File: config.mk
export PLATFORM = sky130hd
export DESIGN_NAME = board_ram_ctrl
export DESIGN_NICKNAME = d
export VERILOG_FILES = /design/src/rtl/board_ram_ctrl.sv
export SDC_FILE = /design/constraint.sdc
export NUM_CORES = 1
export LEC_CHECK = 0
export BUFFER_PORTS_ARGS = -buffer_cell sky130_fd_sc_hd__buf_2
export CORE_ASPECT_RATIO = 0.5
export CORE_MARGIN = 1.5
export CORE_UTILIZATION = 53
export CTS_BUF_LIST = sky130_fd_sc_hd__clkbuf_8
export CTS_CLUSTER_DIAMETER = 40
export DETAILED_ROUTE_END_ITERATION = 8
export PLACE_DENSITY = 0.87
export SETUP_SLACK_MARGIN = 0.4
export SKIP_LAST_GASP = 1
export SLEW_MARGIN = 20
export SYNTH_ARGS = -nofsm -noshare
export SYNTH_HDL_FRONTEND = slang
export SYNTH_SLANG_ARGS = --single-unit
File: constraint.sdc
create_clock -name clk_i -period 3.1 [get_ports clk_i]
set_input_delay 0.62 -clock clk_i [delete_from_list [all_inputs] [get_ports clk_i]]
set_output_delay 0.62 -clock clk_i [all_outputs]
set_load 0.03 [all_outputs]
File: src/rtl/board_ram_ctrl.sv
// ---------------------------------------------------------------------------
// board_ram_ctrl
//   Controller for the simple dual-port board/frame RAM. Everything runs on
//   clk_i, which also clocks both RAM ports.
//   - Write port: round-robin arbitration between requester A (game logic)
//     and requester B (display/host). A clear sweep can take over the port
//     and write CLEAR_VALUE to every address.
//   - Read port: pipelines read requests to the RAM and flags the returned
//     data two cycles after the request is presented.
//
// Ports
//   clk_i, rst_ni                  clock, asynchronous active-low reset
//   clear_start_i                  start a clear sweep (honoured only when idle)
//   clear_busy_o, clear_done_o     sweep in progress / one-cycle completion pulse
//   a_req_i, a_addr_i, a_data_i    requester A write request (held until granted)
//   a_gnt_o                        combinational grant to A
//   b_req_i, b_addr_i, b_data_i    requester B write request (held until granted)
//   b_gnt_o                        combinational grant to B
//   rd_req_i, rd_addr_i            read request, one per cycle
//   rd_valid_o, rd_data_o          read result (data passes straight from ram_q_i)
//   ram_we_o, ram_waddr_o,
//   ram_wdata_o, ram_raddr_o       registered RAM control
//   ram_q_i                        RAM read data
// ---------------------------------------------------------------------------
module board_ram_ctrl #(
  parameter int unsigned           DATA_WIDTH  = 7,
  parameter int unsigned           ADDR_WIDTH  = 9,
  parameter logic [DATA_WIDTH-1:0] CLEAR_VALUE = '0
) (
  input  logic                  clk_i,
  input  logic                  rst_ni,
  input  logic                  clear_start_i,
  output logic                  clear_busy_o,
  output logic                  clear_done_o,
  input  logic                  a_req_i,
  input  logic [ADDR_WIDTH-1:0] a_addr_i,
  input  logic [DATA_WIDTH-1:0] a_data_i,
  output logic                  a_gnt_o,
  input  logic                  b_req_i,
  input  logic [ADDR_WIDTH-1:0] b_addr_i,
  input  logic [DATA_WIDTH-1:0] b_data_i,
  output logic                  b_gnt_o,
  input  logic                  rd_req_i,
  input  logic [ADDR_WIDTH-1:0] rd_addr_i,
  output logic                  rd_valid_o,
  output logic [DATA_WIDTH-1:0] rd_data_o,
  output logic                  ram_we_o,
  output logic [ADDR_WIDTH-1:0] ram_waddr_o,
  output logic [DATA_WIDTH-1:0] ram_wdata_o,
  output logic [ADDR_WIDTH-1:0] ram_raddr_o,
  input  logic [DATA_WIDTH-1:0] ram_q_i
);

  localparam logic [0:0] ST_IDLE  = 1'b0;
  localparam logic [0:0] ST_CLEAR = 1'b1;

  localparam logic GNT_A = 1'b0;
  localparam logic GNT_B = 1'b1;

  // The sweep ends on an explicit compare with the top address, so the
  // counter never needs to represent DEPTH and cannot wrap mid-sweep.
  localparam logic [ADDR_WIDTH-1:0] LAST_ADDR = {ADDR_WIDTH{1'b1}};

  logic [0:0]            state_q, state_d;
  logic [ADDR_WIDTH-1:0] clr_cnt_q, clr_cnt_d;
  logic                  last_gnt_q, last_gnt_d;
  logic                  done_q, done_d;
  logic                  we_q, we_d;
  logic [ADDR_WIDTH-1:0] waddr_q, waddr_d;
  logic [DATA_WIDTH-1:0] wdata_q, wdata_d;
  logic [ADDR_WIDTH-1:0] raddr_q, raddr_d;
  logic [1:0]            rd_pipe_q, rd_pipe_d;
  logic                  a_gnt, b_gnt;

  // Write-port arbitration, clear sweep sequencing and next-state logic.
  // A tie goes to whichever requester was not granted last; the sweep
  // blocks both requesters, which simply keep requesting until it ends.
  always_comb begin
    state_d    = state_q;
    clr_cnt_d  = clr_cnt_q;
    last_gnt_d = last_gnt_q;
    done_d     = 1'b0;
    we_d       = 1'b0;
    waddr_d    = waddr_q;
    wdata_d    = wdata_q;
    a_gnt      = 1'b0;
    b_gnt      = 1'b0;

    if (state_q == ST_IDLE) begin
      if (a_req_i && (!b_req_i || (last_gnt_q == GNT_B))) begin
        a_gnt = 1'b1;
      end else if (b_req_i) begin
        b_gnt = 1'b1;
      end

      if (a_gnt) begin
        we_d       = 1'b1;
        waddr_d    = a_addr_i;
        wdata_d    = a_data_i;
        last_gnt_d = GNT_A;
      end else if (b_gnt) begin
        we_d       = 1'b1;
        waddr_d    = b_addr_i;
        wdata_d    = b_data_i;
        last_gnt_d = GNT_B;
      end

      // A grant taken in the same cycle still completes; the sweep's first
      // write follows it.
      if (clear_start_i) begin
        state_d   = ST_CLEAR;
        clr_cnt_d = '0;
      end
    end else begin
      we_d    = 1'b1;
      waddr_d = clr_cnt_q;
      wdata_d = CLEAR_VALUE;
      if (clr_cnt_q == LAST_ADDR) begin
        state_d   = ST_IDLE;
        clr_cnt_d = '0;
        done_d    = 1'b1;
      end else begin
        clr_cnt_d = clr_cnt_q + 1'b1;
      end
    end
  end

  // Read path: capture the address on request and shift a valid bit through
  // two stages to line up with the RAM's registered output.
  always_comb begin
    raddr_d   = rd_req_i ? rd_addr_i : raddr_q;
    rd_pipe_d = {rd_pipe_q[0], rd_req_i};
  end

  // State and output registers; reset parks the arbiter so A wins the first tie.
  always_ff @(posedge clk_i or negedge rst_ni) begin
    if (!rst_ni) begin
      state_q    <= ST_IDLE;
      clr_cnt_q  <= '0;
      last_gnt_q <= GNT_B;
      done_q     <= 1'b0;
      we_q       <= 1'b0;
      waddr_q    <= '0;
      wdata_q    <= '0;
      raddr_q    <= '0;
      rd_pipe_q  <= '0;
    end else begin
      state_q    <= state_d;
      clr_cnt_q  <= clr_cnt_d;
      last_gnt_q <= last_gnt_d;
      done_q     <= done_d;
      we_q       <= we_d;
      waddr_q    <= waddr_d;
      wdata_q    <= wdata_d;
      raddr_q    <= raddr_d;
      rd_pipe_q  <= rd_pipe_d;
    end
  end

  assign a_gnt_o      = a_gnt;
  assign b_gnt_o      = b_gnt;
  assign clear_busy_o = (state_q == ST_CLEAR);
  assign clear_done_o = done_q;
  assign ram_we_o     = we_q;
  assign ram_waddr_o  = waddr_q;
  assign ram_wdata_o  = wdata_q;
  assign ram_raddr_o  = raddr_q;
  assign rd_valid_o   = rd_pipe_q[1];
  assign rd_data_o    = ram_q_i;

endmodule

Word level (Yosys, flattened, before mapping)
Index checks and enable logic that the tools add are counted.
{ "totals": {"reg_bits": 40, "inputBits": 54, "word_cells": 45} }
{ "op_classes": {"add_sub_neg": 1, "n_eq_ne": 1, "mux": 26, "bitwise": 1, "reduce_logical": 7} }
{ "ops": {"columns": ["operator", "n"], "rows": [
  ["9-bit 2-to-1 mux", 6],
  ["7-bit 2-to-1 mux", 3],
  ["1-bit 2-to-1 mux", 17],
  ["9-bit by 1-bit adder with 9-bit output (second input constant)", 1],
  ["9-bit equality test (second input constant)", 1],
  ["2-bit nonzero test", 2],
  ["3-bit nonzero test", 1],
  ["2-bit AND reduction", 1],
  ["1-bit logical AND", 1],
  ["1-bit zero test", 1],
  ["1-bit logical OR", 1],
  ["1-bit NOT", 1]
]} }

Logic depth before layout (Yosys ltp)
Gate-level depths: netlist of run 1.
{ "depth": {"ltp_word": 8, "mapped_depth": 7, "depth_no_buf": 6} }

Worst setup path after synthesis of run 1
Ideal clock, no wire load.
{ "synth_timing": {"path_type": "input -> output", "startpoint": "in a_req_i", "endpoint": "out a_gnt_o", "arrival_time_ps": 1459, "required_time_ps": 2480, "slack_ps": 1021, "stages": 4, "cell_sequence": "buf_4 > buf_4 > nand2_2 > nor2_1"} }
{ "synth_between": {"elab_chain_cells": 4} }
{ "synth_rtl": {"columns": ["element", "line", "text"], "rows": [
  ["from (decl)", "35", "input logic a_req_i,"],
  ["1-bit logical AND", "90", "if (a_req_i && (!b_req_i || (last_gnt_q == GNT_B))) begin"],
  ["1-bit 2-to-1 mux", "90", null],
  ["1-bit 2-to-1 mux (2 in a row)", "89", "if (state_q == ST_IDLE) begin"],
  ["to (decl)", "38", "output logic a_gnt_o,"]
]} }
No other way between the ends. The select of a mux whose other input is x is not followed.

Worst setup path in the final report of run 1
{ "layout_timing": {"startpoint": "in b_req_i", "endpoint": "out b_gnt_o"} }
{ "layout_between": {"elab_chain_cells": 6, "word_cells_on_any_way": 7, "cone_classes": "mux: 4; reduce/logical: 3"} }
{ "layout_rtl": {"columns": ["element", "line", "text"], "rows": [
  ["from (decl)", "39", "input logic b_req_i,"],
  ["1-bit zero test", "90", null],
  ["1-bit logical OR", "90", null],
  ["1-bit logical AND", "90", null],
  ["1-bit 2-to-1 mux *", "90", null],
  ["1-bit 2-to-1 mux * (2 in a row)", "89", null],
  ["to (decl)", "42", "output logic b_gnt_o,"]
]} }
Mark *: on every way between the ends. The rest lies on a longest branch, timed or not. The select of a mux whose other input is x is not followed.

==> results of run 1 <==
[final timing paths]
path	cells after the start	slack (ns)	from	end
max	5	0.70	b_req_i	b_gnt_o
min	0	0.36	rd_pipe_q[0]	rd_pipe_q[1]
max reg2reg	6	1.16	clr_cnt_q[4]	clr_cnt_q[6]
min reg2reg	0	0.36	rd_pipe_q[0]	rd_pipe_q[1]
max in group asynchronous	1	2.10	rst_ni	clr_cnt_q[6]
min in group asynchronous	1	0.44	rst_ni	ram_raddr_o[6]
[per-stage QoR]
step,area [um^2],utilization [%],power [uW],setup WS [ns]
2_1_floorplan,2190,-,1310,1.02
3_5_place_dp,2500,63.8,1500,0.700
5_1_grt,2620,66.7,2030,0.593
4_1_cts,2620,66.7,1930,0.696
3_3_place_gp,2500,63.8,1470,0.769
6_report,2620,66.7,1920,0.695
[worst max-delay path: cells and delay by family]
family                 cells  cell delay (ns)
and+or+nand+nor            3             0.61
buffers and inverters      2             0.56
[cell usage in the layout (no fill, tap or decap), types with 5 or more instances in the layout]
master and instances:
a211oi_1 9, o21ai_1 10, clkbuf_8 5, o31ai_2 9
buf_2 77, nand3b_1 9, nand2_1 13, dfrtp_1 39
and3b_1 7, nor2b_1 10, a211oi_2 7, mux2i_1 7
a31oi_1 5, mux2_2 10
[cell usage after synthesis (all sizes together)]
cell    number
a22o         2
a41oi        1
o31ai        9
nor2b       11
nand3        2
and3         1
a21bo        3
and2         2
clkbuf       1
nor3b        1
or2          1
nand2       14
and4         3
ha           3
o22a         1
nand3b       9
nor2         3
mux2        10
xnor2        1
and3b        7
or3          1
dfrtp       39
o21ai       13
a31oi        5
a211oi      16
nand2b       2
buf         19
a21oi        3
mux2i        7
dfstp        1
[power groups by stage]
stage               sequential (uW)  clock, uW  combinational (uW)
global placement                813          0                 658
floorplan                       928          0                 386
global route                    841        456                 736
finish                          817        419                 682
CTS                             815        430                 686
detailed placement              823          0                 680
[sequential cells by signal, indices dropped and copies added, names as in the netlist]
signal,count
rd_pipe_q,2
clr_cnt_q,9
last_gnt_q,1
ram_we_o,1
ram_waddr_o,9
clear_busy_o,1
ram_raddr_o,9
clear_done_o,1
ram_wdata_o,7
[area by class of cell]
| cell class | instances | area [um^2] |
|---|---|---|
| fill | 319 | 1310 |
| tap | 54 | 67.6 |
| timing repair buffer | 78 | 393 |
| clock inverter | 3 | 42.5 |
| clock buffer | 5 | 68.8 |
| multi-input combinational | 131 | 1040 |
| sequential | 40 | 1000 |
[logic make-up after synthesis]
| family | count (synthesis) |
|---|---|
| multiplexers | 17 |
| adder cells (fa/ha/maj) | 3 |
| AND/OR/NAND/NOR | 57 |
| buffers and inverters | 20 |
| AO/OA/AOI/OAI | 53 |
| XOR/XNOR | 1 |
| flip-flops | 40 |
[layer usage]
metal	part of all wire, %	GRT usage [%]	vias up
met5	0	0	-
met4	1.6	7.46	0
met3	5.0	4.25	11
met2	51	37.1	43
met1	43	27.8	814
li1	-	-	826
==> impl_metrics.csv, run 1 <==
group,metric,value,unit
timing,setup_violations,0,
worst_setup_path,cpMostUsedCell,"buf_2",
outcome,status,"finished, final reports clean",
clock_network,postCtsHoldBufs,0,
logic_synthesis,avgSynthCellArea,11.4,um^2
timing,final_max_slew_viol_count,0,
logic_synthesis,synth_mux_area_share,8.36,%
timing,tns,0,ns
logic_synthesis,netlist.area_leader.share,44.6,%
clock_network,postCtsSetupRepairBufs,0,
timing,worst_slew_pin_slew,0.880,ns
drt,routed-via-count,1694,
clock_network,cts_tree,"done",
global_route,grt_pass1_wl,7620,um
clock_network,h-tree-depth,2,
worst_setup_path,cpPeakStageDelay,0.37,ns
power,clockPowerShare,21.8,%
timing,hold_viol_final,0,
logic_synthesis,synthSimpleGateAreaFrac,16.5,%
global_route,grt_max_degree,41,
worst_setup_path,cpMaxStageDelayCell,"buf_2",
clock_network,clock_path_buffers,2,
drt,routed_wl,4680,um
logic_synthesis,ys_seq_elements,40,
power,powerDensity,733,mW/mm^2
worst_setup_path,worstPathArrival,1.78,ns
power,leakage,0.00127,uW
place,dp_hpwl,3370,um
timing,max_slew_margin,41.3,%
floorplan,rows,16,
place,port_buffers,77,
drt,drt_iter0_drc,118,
logic_synthesis,ys_seq_area_share,45.9,%
global_route,grt_pass1_vias,1640,
logic_synthesis,syn_nets,248,
logic_synthesis,synth_cell_type_count,38,
place,gp_routability_congestion,0.829,
worst_setup_path,cp_max_fo,20,
power,p_seq_share,42.6,%
logic_synthesis,synth_adder_area_share,1.72,%
logic_synthesis,synthTopCellsByArea,"dfrtp_1 45%, mux2_2 5.2%, o31ai_2 5.2%, buf_4 4.1%, a211oi_2 4.0%",
clock_network,post_cts_resized,0,
power,p_int,1190,uW
worst_setup_path,endpoint_kind,"primary output",
timing,holdWs,0.358,ns
global_route,antenna_found_initial,0,
clock_network,path_clk_slew,0.08,ns
cells_and_area,syn_to_final_growth,19.7,%
cells_and_area,diodes,0,
timing,rsz0062_at_grt,"no",
floorplan,io_pins,92,
clock_network,cts_num_sinks,40,
power,p_sw,731,uW
clock_network,worst_skew_pair.late_latency,0.29,ns
logic_synthesis,synth_top_area_cell,"dfrtp_1",
logic_synthesis,synth_xor_xnor_area_share,0.401,%
global_route,grt_overflow,0,
place,post-place-cells,303,
worst_setup_path,crit_chain,"buf_2 > nand2b_2 > nand2_2 > and2_1 > buf_2",
min_path,hold_path.class,"flop to flop",
logic_synthesis,synth_compound_area_share,20.7,%
logic_synthesis,synth_area,0.00219,mm^2
worst_setup_path,worstSetupStartpointType,"input pin",
floorplan,initial_core_util,55.7,%
power,swShare,38.1,%
logic_synthesis,synth_cells,191,
power,vdd_drop_max,0.000530,V
flow_run,max_cap_viol_count,0,
timing,period_share,77.6,%
drt,dr.pass1.iters,4,
clock_network,cts_root_buf,"clkbuf_8",
drt,detail-route-antenna-nets,0,
worst_setup_path,worstPathRequired,2.48,ns
global_route,grtUsageTotal,21.7,%
floorplan,core_area,0.00392,mm^2
floorplan,die_w,93.8,um
timing,fin_worst_skew,0.00671,ns
power,combinationalPowerShare,35.6,%
drt,vias_per_cell,5.45,
floorplan,die_area,0.00454,mm^2
cells_and_area,nets,313,
logic_synthesis,ys_warn_count,0,
cells_and_area,layout-drive-gt1-share,45.9,%
timing,min_period,2.40,ns
cells_and_area,layout.cells.non_filler,311,
timing,max_freq,416,MHz
logic_synthesis,synth_top_family_by_area,"compound AO/OA/AOI/OAI gates",
clock_network,numCtsBuffers,5,
drt,wl_per_cell,15.1,um
worst_setup_path,path_class,"input pin to primary output",
floorplan,die_h,48.4,um
drt,route.detailed.drc,0,
Note: power is estimated with default switching activity, not from simulation.
==> run 2: changes to the inputs <==
--- a/config.mk
+++ b/config.mk
@@ -8,11 +8,11 @@
 export BUFFER_PORTS_ARGS = -buffer_cell sky130_fd_sc_hd__buf_2
 export CORE_ASPECT_RATIO = 0.5
 export CORE_MARGIN = 1.5
-export CORE_UTILIZATION = 53
+export CORE_UTILIZATION = 49
 export CTS_BUF_LIST = sky130_fd_sc_hd__clkbuf_8
 export CTS_CLUSTER_DIAMETER = 40
 export DETAILED_ROUTE_END_ITERATION = 8
-export PLACE_DENSITY = 0.87
+export PLACE_DENSITY = 0.82
 export SETUP_SLACK_MARGIN = 0.4
 export SKIP_LAST_GASP = 1
 export SLEW_MARGIN = 20
==> constraint.sdc (replaced) <==
create_clock -name clk_i -period 2.46 [get_ports clk_i]
set_input_delay 0.492 -clock clk_i [delete_from_list [all_inputs] [get_ports clk_i]]
set_output_delay 0.492 -clock clk_i [all_outputs]
set_load 0.03 [all_outputs]
==> impl_metrics.csv, run 2 (synthesized netlist as in run 1, its figures left out) <==
group,metric,value,unit
power,p_int,1510,uW
worst_setup_path,path_class,"flop to primary output",
clock_network,h-tree-depth,2,
worst_setup_path,r2r-end,"clr_cnt_q[7]",
drt,route.detailed.drc,0,
clock_network,cts_num_sinks,40,
worst_setup_path,crit_family,"flip-flops",
timing,min_period,1.97,ns
flow_run,max_cap_viol_count,0,
floorplan,rows,16,
global_route,antenna_found_initial,0,
worst_setup_path,worstSetupStartpointType,"flop",
cells_and_area,layout_commonest_cell,"buf_2",
power,p_sw,928,uW
timing,tns,0,ns
clock_network,clock_path_buffers,2,
place,gp_routability_congestion,0.766,
cells_and_area,syn_to_final_growth,21.1,%
floorplan,die_w,97.5,um
clock_network,worst_skew_pair.late_latency,0.29,ns
worst_setup_path,reg2reg_slack,0.54,ns
worst_setup_path,critPathBufInv,1,
worst_setup_path,worstPathRequired,1.97,ns
global_route,grt_pass1_vias,1748,
floorplan,initial_core_util,53.5,%
drt,wl_per_cell,15.1,um
worst_setup_path,endpoint_kind,"primary output",
clock_network,path_clk_slew,0.08,ns
floorplan,io_pins,92,
min_path,hold_path.class,"input pin to asynchronous set/reset pin",
clock_network,cts_tree,"done",
timing,worst_slew_pin_slew,0.884,ns
power,p_seq_share,41.1,%
clock_network,postCtsHoldBufs,0,
global_route,grt_overflow,0,
drt,dr.pass1.iters,4,
worst_setup_path,crit_chain,"nand2b_2 > nand2_4 > and2_1 > buf_2",
drt,detail-route-antenna-nets,0,
drt,drt_iter0_drc,116,
clock_network,cts_root_buf,"clkbuf_8",
timing,rsz0062_at_grt,"no",
drt,routed_wl,4750,um
place,dp_hpwl,3370,um
worst_setup_path,cp_max_fo,9,
floorplan,die_area,0.00490,mm^2
global_route,grt_max_degree,41,
clock_network,numCtsBuffers,5,
timing,hold_viol_final,0,
cells_and_area,layout_common_cells,"76 x buf_2, 39 x dfrtp_1, 13 x nand2_1",
place,preCtsSetupSlack,0.315,ns
power,swShare,38.1,%
power,vdd_drop_max,0.000463,V
floorplan,die_h,50.2,um
timing,period_share,80.0,%
power,leakage,0.00129,uW
place,port_buffers,77,
power,clockPowerShare,22.0,%
worst_setup_path,worstPathArrival,1.48,ns
cells_and_area,diodes,0,
global_route,grt_pass1_wl,7870,um
floorplan,core_area,0.00408,mm^2
worst_setup_path,cpPeakStageDelay,0.53,ns
cells_and_area,nets,316,
timing,setup_slack,0.491,ns
timing,fin_worst_skew,0.00358,ns
power,powerDensity,920,mW/mm^2
global_route,grtUsageTotal,20.4,%
worst_setup_path,r2r_start,"clr_cnt_q[4]",
cells_and_area,layout-drive-gt1-share,46.5,%
power,combinationalPowerShare,36.9,%
worst_setup_path,r2r_cells,6,
timing,max_freq,508,MHz
drt,routed-via-count,1697,
worst_setup_path,cpMaxStageDelayCell,"dfstp_2",
timing,final_max_slew_viol_count,0,
drt,vias_per_cell,5.40,
outcome,status,"finished, final reports clean",
timing,max_slew_margin,41.0,%
timing,setup_violations,0,
[run 2: changes by cell type in the layout (fill, tap and decap cells not counted)]
cell and change:
nand2_2 -1, nand2_4 +1, buf_4 +4, buf_2 -1
[run 2: what timing repair did]
item / in CTS / in global routing
gates resized for setup: 1 / 1
setup endpoints to repair: 2 / 2
buffers inserted: 1 / 0
[run 2: how the worst max path moves through the flow]
stage | start | end | slack, ns | cells past startpoint
2_1_floorplan | clear_busy_o | a_gnt_o | 0.53 | 4
3_3_place_gp | b_req_i | b_gnt_o | 0.37 | 5
3_5_place_dp | b_req_i | b_gnt_o | 0.32 | 5
4_1_cts | last_gnt_q | b_gnt_o | 0.43 | 4
5_1_grt | clr_cnt_q[4] | clr_cnt_q[6] | 0.41 | 6
6_report | last_gnt_q | b_gnt_o | 0.49 | 4
[run 2: stage by stage]
stage | hold slack [ns] | util [%] | instance area (um^2) | cells | total power, uW
5_1_grt | 0.369 | 64.8 | 2650 | 314 | 2590
2_1_floorplan | 0.196 | - | 2190 | 191 | 1660
3_5_place_dp | 0.342 | 61.7 | 2520 | 305 | 1890
6_report | 0.314 | 64.8 | 2650 | 314 | 2430
3_3_place_gp | 0.332 | 61.7 | 2520 | 305 | 1860
4_1_cts | 0.350 | 64.7 | 2640 | 314 | 2440
[run 2: routing by layer]
layer | vias up | GRT usage [%] | share of wire [%]
li1 | 831 | - | -
met1 | 806 | 24.3 | 42
met2 | 51 | 36.1 | 50
met3 | 9 | 5.57 | 7.2
met4 | 0 | 7.38 | 0.97
met5 | - | 0 | 0
[run 2: final cells by class]
cell class,instances,area [um^2]
Clock inverter,3,42.5
Multi-Input combinational cell,131,1050
Clock buffer,5,68.8
Sequential cell,40,1000
Timing Repair Buffer,81,418
Tap cell,54,67.6
Fill cell,315,1440
[run 2: worst register-to-register path, cell delays in order (launching register included)]
cell and delay [ns]:
dfrtp_1 0.46, and4_1 0.27, and4_1 0.22, ha_1 0.23
nor2b_4 0.26, a21bo_1 0.24, a31oi_1 0.16
[run 2: power by group through the flow]
| stage | logic (uW) | registers (uW) | clock network, uW |
|---|---|---|---|
| after floorplan | 487 | 1170 | 0 |
| after global placement | 840 | 1020 | 0 |
| after detailed placement | 859 | 1030 | 0 |
| after CTS | 898 | 996 | 549 |
| after global routing | 975 | 1030 | 584 |
| final | 899 | 1000 | 536 |
==> run 3: changes to the inputs <==
==> constraint.sdc (replaced) <==
create_clock -name clk_i -period 1.9 [get_ports clk_i]
set_input_delay 0.38 -clock clk_i [delete_from_list [all_inputs] [get_ports clk_i]]
set_output_delay 0.38 -clock clk_i [all_outputs]
set_load 0.03 [all_outputs]
==> impl_metrics.csv, run 3 (synthesized netlist as in run 1, its figures left out) <==
group,metric,value,unit
clock_network,cts_root_buf,"clkbuf_8",
min_path,hold_path.class,"input pin to asynchronous set/reset pin",
timing,tns,0,ns
worst_setup_path,r2r_cells,6,
timing,hold_viol_final,0,
drt,drt_iter0_drc,130,
worst_setup_path,r2r-end,"clr_cnt_q[7]",
place,post-place-cells,312,
clock_network,postCtsHoldBufs,0,
power,leakage,0.00142,uW
floorplan,die_h,50.2,um
floorplan,io_pins,92,
worst_setup_path,cpPeakStageDelay,0.54,ns
worst_setup_path,path_class,"flop to primary output",
place,gp_routability_congestion,0.800,
timing,min_period,1.68,ns
cells_and_area,layout.cells.non_filler,336,
timing,max_slew_margin,61.9,%
global_route,grt_pass1_vias,1760,
timing,rsz0062_at_grt,"yes",
worst_setup_path,crit_chain,"nand2b_4 > nand2_8 > and2_4 > buf_6",
power,vdd_drop_max,0.000598,V
global_route,top_usage_layer,"met2",
timing,max_freq,594,MHz
drt,dr.pass1.iters,4,
global_route,grtUsageTotal,22.8,%
drt,wl_per_cell,16.3,um
timing,fin_worst_skew,0.00401,ns
place,dp_hpwl,3500,um
timing,final_max_slew_viol_count,0,
floorplan,die_area,0.00490,mm^2
floorplan,rows,16,
cells_and_area,layout_common_cells,"74 x buf_2, 38 x dfrtp_1, 23 x buf_4, 13 x nand2_1",
floorplan,core_area,0.00408,mm^2
worst_setup_path,worstSetupStartpointType,"flop",
clock_network,worst_skew_pair.late_latency,0.29,ns
outcome,status,"finished, final reports clean",
worst_setup_path,worstPathRequired,1.52,ns
floorplan,initial_core_util,53.5,%
place,port_buffers,77,
global_route,grt_overflow,0,
cells_and_area,design_area,0.00289,mm^2
cells_and_area,layout_commonest_cell,"buf_2",
drt,detail-route-antenna-nets,0,
power,powerDensity,1180,mW/mm^2
clock_network,cts_num_sinks,40,
clock_network,numCtsBuffers,5,
global_route,use_met3,5.15,%
worst_setup_path,cp_max_fo,3,
cells_and_area,layout-drive-gt1-share,52.8,%
worst_setup_path,worstPathArrival,1.30,ns
worst_setup_path,r2r_start,"clr_cnt_q[4]",
timing,period_share,88.5,%
cells_and_area,final_core_util,70.7,%
cells_and_area,nets,338,
timing,worst_slew_pin_slew,0.571,ns
cells_and_area,syn_to_final_growth,32.2,%
clock_network,h-tree-depth,2,
global_route,antenna_found_initial,0,
clock_network,clock_path_buffers,2,
worst_setup_path,endpoint_kind,"primary output",
flow_run,max_cap_viol_count,0,
clock_network,cts_tree,"done",
worst_setup_path,reg2reg_slack,0.31,ns
global_route,use_met1,29.2,%
global_route,grt_max_degree,38,
global_route,use_met2,39.5,%
drt,routed_wl,5480,um
cells_and_area,diodes,0,
global_route,grt_pass1_wl,8750,um
place,dpl_cell_area,0.00259,mm^2
drt,vias_per_cell,5.51,
clock_network,path_clk_slew,0.08,ns
drt,routed-via-count,1851,
timing,setup_violations,0,
floorplan,die_w,97.5,um
worst_setup_path,cpMaxStageDelayCell,"dfstp_2",
drt,route.detailed.drc,0,
worst_setup_path,startpoint,"last_gnt_q",
## run 3: cell types whose count changed in the layout (fill, tap and decap cells not counted), moves of 2 or more
cell,change
ha_1,-2
buf_4,+18
buf_2,-2
buf_6,+3
## run 3: worst max-delay path by stage
stage | end | cells past startpoint
global route | b_gnt_o | 4
finish | b_gnt_o | 4
floorplan | clr_cnt_q[0] | 6
CTS | b_gnt_o | 4
detailed placement | clr_cnt_q[6] | 6
global placement | clr_cnt_q[6] | 6
## run 3: per-stage QoR
stage               total power, uW  hold slack, ns  setup slack, ns
finish                         3410          0.0757            0.218
global route                   3610          0.0992            0.182
CTS                            3340          0.0794            0.217
detailed placement             2510           0.335            0.148
global placement               2480           0.332            0.223
floorplan                      2150          0.0844            0.306
## run 3: area by class of cell
type | count | area, um^2
fill | 287 | 1190
multi-input combinational | 132 | 1100
clock inverter | 3 | 42.5
tap | 54 | 67.6
timing repair buffer | 102 | 604
clock buffer | 5 | 68.8
sequential | 40 | 1000
## run 3: timing repair
action,4_1_cts,5_1_grt
pin swaps,5,4
cloned,1,0
resized for setup,11,5
setup buffers,9,6
setup endpoints to repair,11,11
## run 3: metal layers
| layer | vias up | routed length [um] |
|---|---|---|
| li1 | 874 | - |
| met1 | 891 | 2350 |
| met2 | 73 | 2710 |
| met3 | 13 | 337 |
| met4 | 0 | 80 |
| met5 | - | 0 |
## run 3: power by group
group	leakage (uW)	internal, uW	switching, uW
registers	0.000479	1090	152
logic	0.000883	629	852
clock network	0.0000541	389	302
total	0.00142	2110	1310
## run 3: worst max-delay path: cells and delay by family (launching register included)
kind	cells	cell delay, ns
flip-flops	1	0.54
AND/OR/NAND/NOR	3	0.34
buffers and inverters	1	0.13
